## src/rtl/wb_arbiter_pkg.sv

```systemverilog
// Shared writeback definitions: field widths, the packed commit entry and the
// wrap-aware program-order comparison used to pick the oldest head.
// Pure declarations; no timing or flow-control behaviour of its own.
package wb_arbiter_pkg;

    localparam int WB_PC_W   = 32;
    localparam int WB_DATA_W = 64;
    localparam int WB_RD_W   = 5;
    localparam int WB_SEQ_W  = 4;

    // One buffered writeback, exactly as it will appear on the commit bus.
    typedef struct packed {
        logic [WB_PC_W-1:0]   pc;
        logic [WB_DATA_W-1:0] data;
        logic [WB_RD_W-1:0]   rd;
        logic                 write;
        logic                 incache;
        logic [WB_SEQ_W-1:0]  seq;
    } wb_entry_t;

    // MSB of (b - a) mod 2^SEQ_W: set when b precedes a in program order.
    // Only meaningful while outstanding tags span less than half the tag space.
    function automatic logic seq_older(input logic [WB_SEQ_W-1:0] a,
                                       input logic [WB_SEQ_W-1:0] b);
        logic [WB_SEQ_W-1:0] d;
        d = b - a;
        return d[WB_SEQ_W-1];
    endfunction

endpackage

```

## src/rtl/wb_fifo.sv

```systemverilog
// Small circular buffer for one writeback source; head is visible combinationally.
// Latency: an entry pushed at edge N is the head from N onward (readable in cycle N+1).
// Backpressure: full_o comes from registered occupancy only; pushes while full are ignored.
module wb_fifo #(
    parameter int DEPTH = 2,
    parameter int W     = 8,
    localparam int AW   = $clog2(DEPTH)
) (
    input  logic          clk,
    input  logic          rst,
    input  logic          push_i,
    input  logic [W-1:0]  push_dat_i,
    input  logic          pop_i,
    output logic [W-1:0]  head_o,
    output logic          full_o,
    output logic          empty_o,
    output logic [AW:0]   cnt_o
);

    logic [W-1:0]  mem_q [DEPTH];
    logic [AW-1:0] wr_ptr_q, wr_ptr_d;
    logic [AW-1:0] rd_ptr_q, rd_ptr_d;
    logic [AW:0]   cnt_q, cnt_d;
    logic          push_ok;
    logic          pop_ok;

    assign full_o  = (cnt_q == (AW+1)'(DEPTH));
    assign empty_o = (cnt_q == '0);
    assign cnt_o   = cnt_q;
    assign head_o  = mem_q[rd_ptr_q];
    assign push_ok = push_i && !full_o;
    assign pop_ok  = pop_i && !empty_o;

    // Next pointers and occupancy; a simultaneous push and pop leaves the count alone.
    always_comb begin
        wr_ptr_d = wr_ptr_q;
        rd_ptr_d = rd_ptr_q;
        cnt_d    = cnt_q;
        if (push_ok) begin
            wr_ptr_d = wr_ptr_q + AW'(1);
        end
        if (pop_ok) begin
            rd_ptr_d = rd_ptr_q + AW'(1);
        end
        if (push_ok && !pop_ok) begin
            cnt_d = cnt_q + (AW+1)'(1);
        end else if (pop_ok && !push_ok) begin
            cnt_d = cnt_q - (AW+1)'(1);
        end
    end

    // Pointer and count state; reset empties the buffer at once.
    always_ff @(posedge clk or posedge rst) begin
        if (rst) begin
            wr_ptr_q <= '0;
            rd_ptr_q <= '0;
            cnt_q    <= '0;
        end else begin
            wr_ptr_q <= wr_ptr_d;
            rd_ptr_q <= rd_ptr_d;
            cnt_q    <= cnt_d;
        end
    end

    // Storage needs no reset: the count alone decides what is valid.
    always_ff @(posedge clk) begin
        if (push_ok) begin
            mem_q[wr_ptr_q] <= push_dat_i;
        end
    end

endmodule

```

## src/rtl/wb_arbiter.sv

```systemverilog
// Buffers exu/lsu writebacks and commits at most one per cycle, oldest tag first.
// Latency: push at edge N, head in N+1, registered wb_valid after edge N+2.
// Backpressure: x_ready = !full from registered occupancy; a same-cycle pop does not raise it.
module wb_arbiter
    import wb_arbiter_pkg::*;
#(
    parameter int DEPTH = 2,
    parameter int SEQ_W = WB_SEQ_W
) (
    input  logic                 clk,
    input  logic                 rst_n,       // active-high despite the name
    input  logic                 ex_valid,
    input  logic [WB_PC_W-1:0]   ex_pc,
    input  logic [WB_DATA_W-1:0] ex_data,
    input  logic [WB_RD_W-1:0]   ex_rd,
    input  logic                 ex_write,
    input  logic [SEQ_W-1:0]     ex_seq,
    output logic                 ex_ready,
    input  logic                 ls_valid,
    input  logic [WB_PC_W-1:0]   ls_pc,
    input  logic [WB_DATA_W-1:0] ls_data,
    input  logic [WB_RD_W-1:0]   ls_rd,
    input  logic                 ls_write,
    input  logic [SEQ_W-1:0]     ls_seq,
    input  logic                 ls_incache,
    output logic                 ls_ready,
    output logic                 wb_valid,
    output logic [WB_PC_W-1:0]   wb_pc,
    output logic [WB_DATA_W-1:0] wb_data,
    output logic [WB_RD_W-1:0]   wb_rd,
    output logic                 wb_write,
    output logic                 wb_incache,
    output logic [SEQ_W-1:0]     wb_seq,
    output logic [$clog2(DEPTH):0] ex_cnt,
    output logic [$clog2(DEPTH):0] ls_cnt
);

    wb_entry_t ex_in, ls_in;
    wb_entry_t ex_head, ls_head;
    logic      ex_full, ex_empty, ls_full, ls_empty;
    logic      pick_ex, pick_ls, pop_any;
    wb_entry_t wb_d, wb_q;
    logic      wb_valid_q;

    assign ex_ready = !ex_full;
    assign ls_ready = !ls_full;

    // exu results never touch the dcache, so they commit with incache set.
    always_comb begin
        ex_in         = '0;
        ex_in.pc      = ex_pc;
        ex_in.data    = ex_data;
        ex_in.rd      = ex_rd;
        ex_in.write   = ex_write;
        ex_in.incache = 1'b1;
        ex_in.seq     = ex_seq;
    end

    // lsu entry carries its own dcache indication through to commit.
    always_comb begin
        ls_in         = '0;
        ls_in.pc      = ls_pc;
        ls_in.data    = ls_data;
        ls_in.rd      = ls_rd;
        ls_in.write   = ls_write;
        ls_in.incache = ls_incache;
        ls_in.seq     = ls_seq;
    end

    wb_fifo #(.DEPTH(DEPTH), .W($bits(wb_entry_t))) u_ex_fifo (
        .clk        (clk),
        .rst        (rst_n),
        .push_i     (ex_valid),
        .push_dat_i (ex_in),
        .pop_i      (pick_ex),
        .head_o     (ex_head),
        .full_o     (ex_full),
        .empty_o    (ex_empty),
        .cnt_o      (ex_cnt)
    );

    wb_fifo #(.DEPTH(DEPTH), .W($bits(wb_entry_t))) u_ls_fifo (
        .clk        (clk),
        .rst        (rst_n),
        .push_i     (ls_valid),
        .push_dat_i (ls_in),
        .pop_i      (pick_ls),
        .head_o     (ls_head),
        .full_o     (ls_full),
        .empty_o    (ls_empty),
        .cnt_o      (ls_cnt)
    );

    // Oldest-head selection; ex wins ties, which the dispatcher never produces.
    always_comb begin
        pick_ls = !ls_empty && (ex_empty || seq_older(ex_head.seq, ls_head.seq));
        pick_ex = !ex_empty && !pick_ls;
        pop_any = pick_ex || pick_ls;
        wb_d    = pick_ls ? ls_head : ex_head;
        // Writes to x0 are suppressed here so dc never has to special-case them.
        wb_d.write = wb_d.write && (wb_d.rd != '0);
    end

    // Commit register: wb_valid pulses per pop, payload holds between commits.
    always_ff @(posedge clk or posedge rst_n) begin
        if (rst_n) begin
            wb_valid_q <= 1'b0;
            wb_q       <= '0;
        end else begin
            wb_valid_q <= pop_any;
            if (pop_any) begin
                wb_q <= wb_d;
            end
        end
    end

    assign wb_valid   = wb_valid_q;
    assign wb_pc      = wb_q.pc;
    assign wb_data    = wb_q.data;
    assign wb_rd      = wb_q.rd;
    assign wb_write   = wb_q.write;
    assign wb_incache = wb_q.incache;
    assign wb_seq     = wb_q.seq;

    // Duplicate tags at both heads mean the dispatcher broke its contract.
    a_no_dup_seq: assert property (@(posedge clk) disable iff (rst_n)
        !(!ex_empty && !ls_empty && (ex_head.seq == ls_head.seq)));

endmodule

```

## config.mk

```make
export PLATFORM = sky130hd
export DESIGN_NAME = wb_arbiter
export DESIGN_NICKNAME = d
export VERILOG_FILES = /design/src/rtl/wb_arbiter_pkg.sv /design/src/rtl/wb_fifo.sv /design/src/rtl/wb_arbiter.sv
export SDC_FILE = /design/constraint.sdc
export NUM_CORES = 1
export LEC_CHECK = 0
export ABC_AREA = 1
export BUFFER_PORTS_ARGS = -buffer_cell sky130_fd_sc_hd__buf_2
export CAP_MARGIN = 25
export CORE_MARGIN = 2
export CORE_UTILIZATION = 40
export DETAILED_ROUTE_END_ITERATION = 10
export PLACE_DENSITY_LB_ADDON = 0.3
export SYNTH_ARGS = -nofsm -noshare
export SYNTH_HDL_FRONTEND = slang
export SYNTH_SLANG_ARGS = --single-unit
```

## constraint.sdc

```tcl
create_clock -name clk -period 7.5 [get_ports clk]
set_input_delay 1.125 -clock clk [delete_from_list [all_inputs] [get_ports clk]]
set_output_delay 1.125 -clock clk [all_outputs]
set_load 0.02 [all_outputs]
```

==> impl_metrics.yaml, run 1 <==
clock_tree:
  clkLatencyLatePin_ns: 0.60
  cts_tree: "yes"
  clock_path_buffers: 3
  clock_sinks: 542
  postCtsSetupBuffers: 0
  post_cts_resized: 0
  cts-buffers-inserted: 57
  cts_root_buf: "clkbuf_16"
  cts_hold_buffers: 0
  path_clk_slew_ns: 0.06
  h-tree-depth: 2
setup_path:
  crit_buf_inv: 2
  critPathMostFrequentCell: "nand2_1"
  critPathCaptureType: "flop"
  rrSetupSlack_ns: 3.26
  worstPathMaxFanout: 71
  cp_data_arrival_time_ns: 4.72
  critPathTopFamily: "buffers and inverters"
  critPathLaunchType: "flop"
  max_stage_delay_ns: 0.72
  critPathKind: "reg2reg"
  cp.required_ns: 7.98
  path_cells: "inv_4 -> nand2_1 -> nand2_1 -> nand2_1 -> nand2_1 -> nand2_1 -> nand2_1 -> nand3_2 -> nand2_4 -> buf_4 -> ha_1 -> a21oi_1 -> o21ai_0 -> xnor2_1"
  critPathSlowestCell: "buf_4"
routing:
  post_drt_wl_per_cell_um: 20.0
  vias_per_cell: 5.00
  route.detailed.drc: 0
  drtAntennaViolNets: 0
  num_vias: 13500
  first_pass_iters: 6
  drt_wl_total_mm: 54.0
  drtIter0Drc: 899
timing:
  hold_viol_final: 0
  finalMaxSlewViolations: 0
  fin_skew_ns: 0.0159
  setup_violations: 0
  tightest_slew_ns: 0.959
  post-route-min-period_ns: 4.24
  final.setup.tns_ns: 0
  slew_headroom_pct: 36.0
  fmax_mhz: 236
  rsz0062_at_grt: "no"
  min_period_over_period_pct: 56.6
placement:
  gp_congestion: 0.757
  dp_hpwl_mm: 32.2
  placedCellCount: 2582
  io_buffer_count: 330
  place_area_sq_um: 22800
final_layout:
  drive_above_1_share_pct: 22.2
  fin_cells: 2702
  nets: 2191
  design_area_sq_um: 24800
  syn_to_final_growth_pct: 20.7
power:
  p_per_area_nw_per_um2: 482
  power_leakage_uw: 0.0101
  vdd.ir_drop.worst_mv: 0.300
logic_synthesis:
  synth_flop_cell: "edfxtp_1"
  yosysWarnings: 0
  synthArstFlopShare_pct: 21.4
  netlist_instances: 1652
  ys_seq_elements: 542
  synth_top_area_share_pct: 62.4
  syn_nets: 1873
  syn-cell-area_sq_um: 20500
  synth_common_cells: "637 x nand2_1, 426 x edfxtp_1, 296 x nand3_1"
  yosysUniqueCellTypes: 25
  yosysMostFrequentCell: "nand2_1"
  ys_seq_area_share_pct: 76.5
  synthTopCellsByArea: "edfxtp_1 62%, dfrtp_1 14%, nand2_1 12%"
  yosys.area.top_type: "edfxtp_1"
  syn_area_per_cell_sq_um: 12.4
  synth_edf_count: 426
grt:
  grt_antenna_before_repair: 18
  grt_pass1_vias: 13500
  grt_max_degree: 87
  grt_pass1_wl_mm: 81.0
  grt-ovfl-total: 0
  grtUsageTotal_pct: 20.3
floorplan:
  rows: 82
  die_h_um: 230
  start_util_pct: 40.7
  fp.dieArea_sq_um: 53100
  io-pin-count: 331
  die_w_um: 230
  core_sq_um: 50400
run_status:
  status: "finished, final reports clean"
min_path:
  hp-class: "reg2reg"
run:
  drv_cap: 0
-- state kept, by name, summed over array words and instances, names as in the netlist, 2 cells and up --
name,flops
wb_pc,32
u_ls_fifo.cnt_o,2
wb_seq,4
wb_rd,5
u_ex_fifo.cnt_o,2
u_ls_fifo.mem_q,214
wb_data,64
u_ex_fifo.mem_q,212
-- area by class of cell --
class | count | area (sq um)
sequential | 542 | 15700
antenna | 11 | 27.5
multi-input combinational | 996 | 4340
clock inverter | 23 | 253
clock buffer | 85 | 1640
inverter | 25 | 109
timing repair buffer | 348 | 1840
tap | 672 | 841
fill | 4397 | 25600
-- tightest hold or removal path: stages (launching register included) --
cell,delay (ns)
dfrtp_1,0.34
nand2_1,0.05
nand2_1,0.05
-- cell families (layout without fill, tap and decap cells) --
family	Yosys count	count (layout)	synth area share (%)
xor+xnor	6	6	0.256
compound gates	23	23	0.573
other cells	0	11	0
mux	13	13	0.634
flops	542	542	76.5
simple gates	950	950	19.3
fa+ha+maj	4	4	0.244
buf+inv	114	481	2.51
-- placed cells by master (no fill, tap or decap), drive strengths merged --
cell type	netlist	routed
o21bai	1	1
nor2	14	14
o21ai	16	16
xnor2	4	4
xor2	2	2
nand4	1	1
edfxtp	426	426
ha	4	4
buf	37	348
mux2i	13	13
dfrtp	116	116
a21oi	6	6
clkinv	0	14
nand2	638	638
clkinvlp	0	2
bufinv	0	5
inv	25	27
diode	0	11
nand3	297	297
clkbuf	52	85
-- final timing paths --
check | from | to | depth (start not counted)
max | u_ls_fifo.rd_ptr_q$_DFFE_PP0P_ | u_ls_fifo.cnt_o[1]$_DFFE_PP0P_ | 14
max reg2reg | u_ls_fifo.rd_ptr_q$_DFFE_PP0P_ | u_ls_fifo.cnt_o[1]$_DFFE_PP0P_ | 14
max in group asynchronous | rst_n | u_ex_fifo.rd_ptr_q$_DFFE_PP0P_ | 3
min in group asynchronous | rst_n | wb_data[21]$_DFFE_PP0P_ | 2
min reg2reg | wb_data[42]$_DFFE_PP0P_ | wb_data[42]$_DFFE_PP0P_ | 2
min | wb_data[42]$_DFFE_PP0P_ | wb_data[42]$_DFFE_PP0P_ | 2
-- through the flow --
stage / setup slack (ns) / utilization, % / hold WS (ns) / power, uW
finish: 3.26 / 49.1 / 0.474 / 11900
global route: 2.92 / 49.1 / 0.498 / 12700
CTS: 3.15 / 49.0 / 0.477 / 12100
detailed placement: 3.18 / 45.3 / 0.460 / 9240
global placement: 3.23 / 45.2 / 0.457 / 9100
floorplan: 1.23 / - / 0.487 / 7800
-- metal layers --
layer	wire (um)	GRT usage, %	up-vias	part of all wire (%)
li1	-	-	6346	-
met1	22200	25.9	6640	41
met2	26800	34.1	406	50
met3	3300	4.21	104	6.1
met4	1650	7.40	16	3.0
met5	101	0	-	0.19
-- power by group --
group	switching (uW)	internal [uW]	leakage [uW]	total [uW]
Sequential	400	4270	0.00530	4670
Combinational	3140	1280	0.00390	4420
Clock	1160	1690	0.000928	2840
Note: power is estimated with default switching activity, not from simulation.
==> run 2: changes to the inputs <==
Clock period 7.5 ns to 4.21 ns, I/O delays scaled along.
==> impl_metrics.yaml, run 2 (synthesized netlist as in run 1, its figures left out) <==
floorplan:
  start_util_pct: 40.7
  rows: 82
  core_sq_um: 50400
  die_w_um: 230
  io-pin-count: 331
  die_h_um: 230
  fp.dieArea_sq_um: 53100
timing:
  min_period_over_period_pct: 74.6
  tightest_slew_ns: 0.995
  slew_headroom_pct: 33.6
  post-route-min-period_ns: 3.14
  final.setup.tns_ns: 0
  rsz0062_at_grt: "no"
  hold_viol_final: 0
  fmax_mhz: 318
  setup_violations: 0
  finalMaxSlewViolations: 0
  fin_skew_ns: 0.0224
clock_tree:
  clkLatencyLatePin_ns: 0.60
  post_cts_resized: 0
  postCtsSetupBuffers: 0
  cts_hold_buffers: 0
  path_clk_slew_ns: 0.06
  cts_tree: "yes"
  h-tree-depth: 2
  cts-buffers-inserted: 56
  clock_path_buffers: 3
  cts_root_buf: "clkbuf_16"
  clock_sinks: 542
setup_path:
  max_stage_delay_ns: 0.64
  critPathKind: "reg2reg"
  worstRegToRegCells: 12
  worstPathMaxFanout: 112
  cp_data_arrival_time_ns: 3.61
  critPathLaunchType: "flop"
  cp.required_ns: 4.68
  path_cells: "mux2i_1 -> ha_1 -> a21oi_1 -> nand2_1 -> nand2_1 -> nand3_2 -> nand2_4 -> buf_12 -> ha_1 -> a21oi_1 -> o21ai_0 -> xnor2_1"
  critPathSlowestCell: "dfrtp_4"
  critPathCaptureType: "flop"
min_path:
  hp-class: "in2async"
routing:
  first_pass_iters: 5
  post_drt_wl_per_cell_um: 19.9
  drt_wl_total_mm: 53.8
  num_vias: 13500
  drtIter0Drc: 843
  drtAntennaViolNets: 0
  route.detailed.drc: 0
  vias_per_cell: 5.01
final_layout:
  largest_reg_flops: 214
  nets: 2195
  layout_common_cells: "637 x nand2_1, 426 x edfxtp_1, 330 x buf_2"
  drive_above_1_share_pct: 21.9
  top_register: "u_ls_fifo.mem_q"
  design_area_sq_um: 24700
  syn_to_final_growth_pct: 20.3
  fill_cells: 4462
  layout_commonest_cell: "nand2_1"
grt:
  grt-ovfl-total: 0
  grt_antenna_before_repair: 16
  grtUsageTotal_pct: 20.3
  grt_pass1_vias: 13600
  grt_max_degree: 113
  grt_pass1_wl_mm: 81.6
placement:
  io_buffer_count: 330
  gp_congestion: 0.754
  dp_hpwl_mm: 31.8
  place_area_sq_um: 22900
power:
  p_comb_share_pct: 38.3
  clock_power_share_pct: 22.8
  p_per_area_nw_per_um2: 854
  p_sw_share_pct: 39.6
  power_leakage_uw: 0.0101
  vdd.ir_drop.worst_mv: 0.816
  p_int_uw: 12700
  pwr-share-seq_pct: 39.0
  power.switching_uw: 8360
  power_uw: 21100
run:
  drv_cap: 0
run_status:
  status: "finished, final reports clean"
==> run 2: cell count changes in the layout (fill, tap and decap cells not counted) <==
cell        previous run  this run
buf_12                 1         5
buf_16                 2         0
clkinvlp_4             2         4
clkbuf_16             59        57
inv_6                  3         1
clkinv_2              10         5
diode_2               11         9
clkbuf_8               7         2
clkinv_1               3        17
buf_4                 15        18
clkbuf_1              19        13
==> run 2: final cells by class <==
cell class	instances	area, sq um	area share (%)
clock inverter	32	278	1.13
tap	672	841	3.41
multi-input combinational	996	4340	17.6
antenna	9	22.5	0.0912
timing repair buffer	353	1890	7.64
inverter	25	109	0.441
clock buffer	72	1500	6.09
sequential	542	15700	63.6
==> run 2: worst max-delay path: cells and delay by family (launching register included) <==
| family | cells | cell delay, ns |
|---|---|---|
| mux | 1 | 0.29 |
| compound gates | 3 | 0.39 |
| xor+xnor | 1 | 0.13 |
| simple gates | 4 | 0.45 |
| fa+ha+maj | 2 | 0.64 |
| flops | 1 | 0.64 |
| buf+inv | 1 | 0.41 |
==> run 2: through the flow <==
step	worst slack (ns)	hold WS, ns	instances	utilization [%]
after CTS	0.987	0.178	2692	49.0
after detailed placement	1.03	0.460	2588	45.4
after global routing	0.745	0.189	2700	49.0
after global placement	1.02	0.458	2588	45.4
after floorplan	0.0542	0.505	1652	-
final	1.07	0.203	2701	49.0
==> run 2: worst paths after layout <==
check                           slack, ns                                to                      startpoint
worst max-delay path                 1.07    u_ls_fifo.cnt_o[1]$_DFFE_PP0P_  u_ex_fifo.rd_ptr_q$_DFFE_PP0P_
worst min-delay path                 0.20           wb_data[16]$_DFFE_PP0P_                           rst_n
worst max register to register       1.07    u_ls_fifo.cnt_o[1]$_DFFE_PP0P_  u_ex_fifo.rd_ptr_q$_DFFE_PP0P_
worst min register to register       0.47           wb_data[15]$_DFFE_PP0P_         wb_data[15]$_DFFE_PP0P_
max in group asynchronous            3.21              wb_pc[7]$_DFFE_PP0P_                           rst_n
min in group clk                     0.22  u_ex_fifo.mem_q[0][32]$_DFFE_PP_                     ex_data[22]
==> run 2: metal layers <==
| layer | global-route usage (%) | part of all wire [%] | vias up |
|---|---|---|---|
| met4 | 7.20 | 3.0 | 12 |
| met1 | 26.8 | 42 | 6611 |
| met3 | 3.75 | 6.1 | 113 |
| li1 | - | - | 6350 |
| met5 | 0 | 0.14 | - |
| met2 | 33.9 | 49 | 437 |
==> run 2: power groups by stage <==
stage / registers [uW] / clock network, uW / logic [uW]
2_1_floorplan: 8910 / 0 / 4910
3_3_place_gp: 8270 / 0 / 8070
3_5_place_dp: 8310 / 0 / 8210
4_1_cts: 8220 / 4910 / 8240
5_1_grt: 8370 / 5120 / 9040
6_report: 8220 / 4800 / 8070
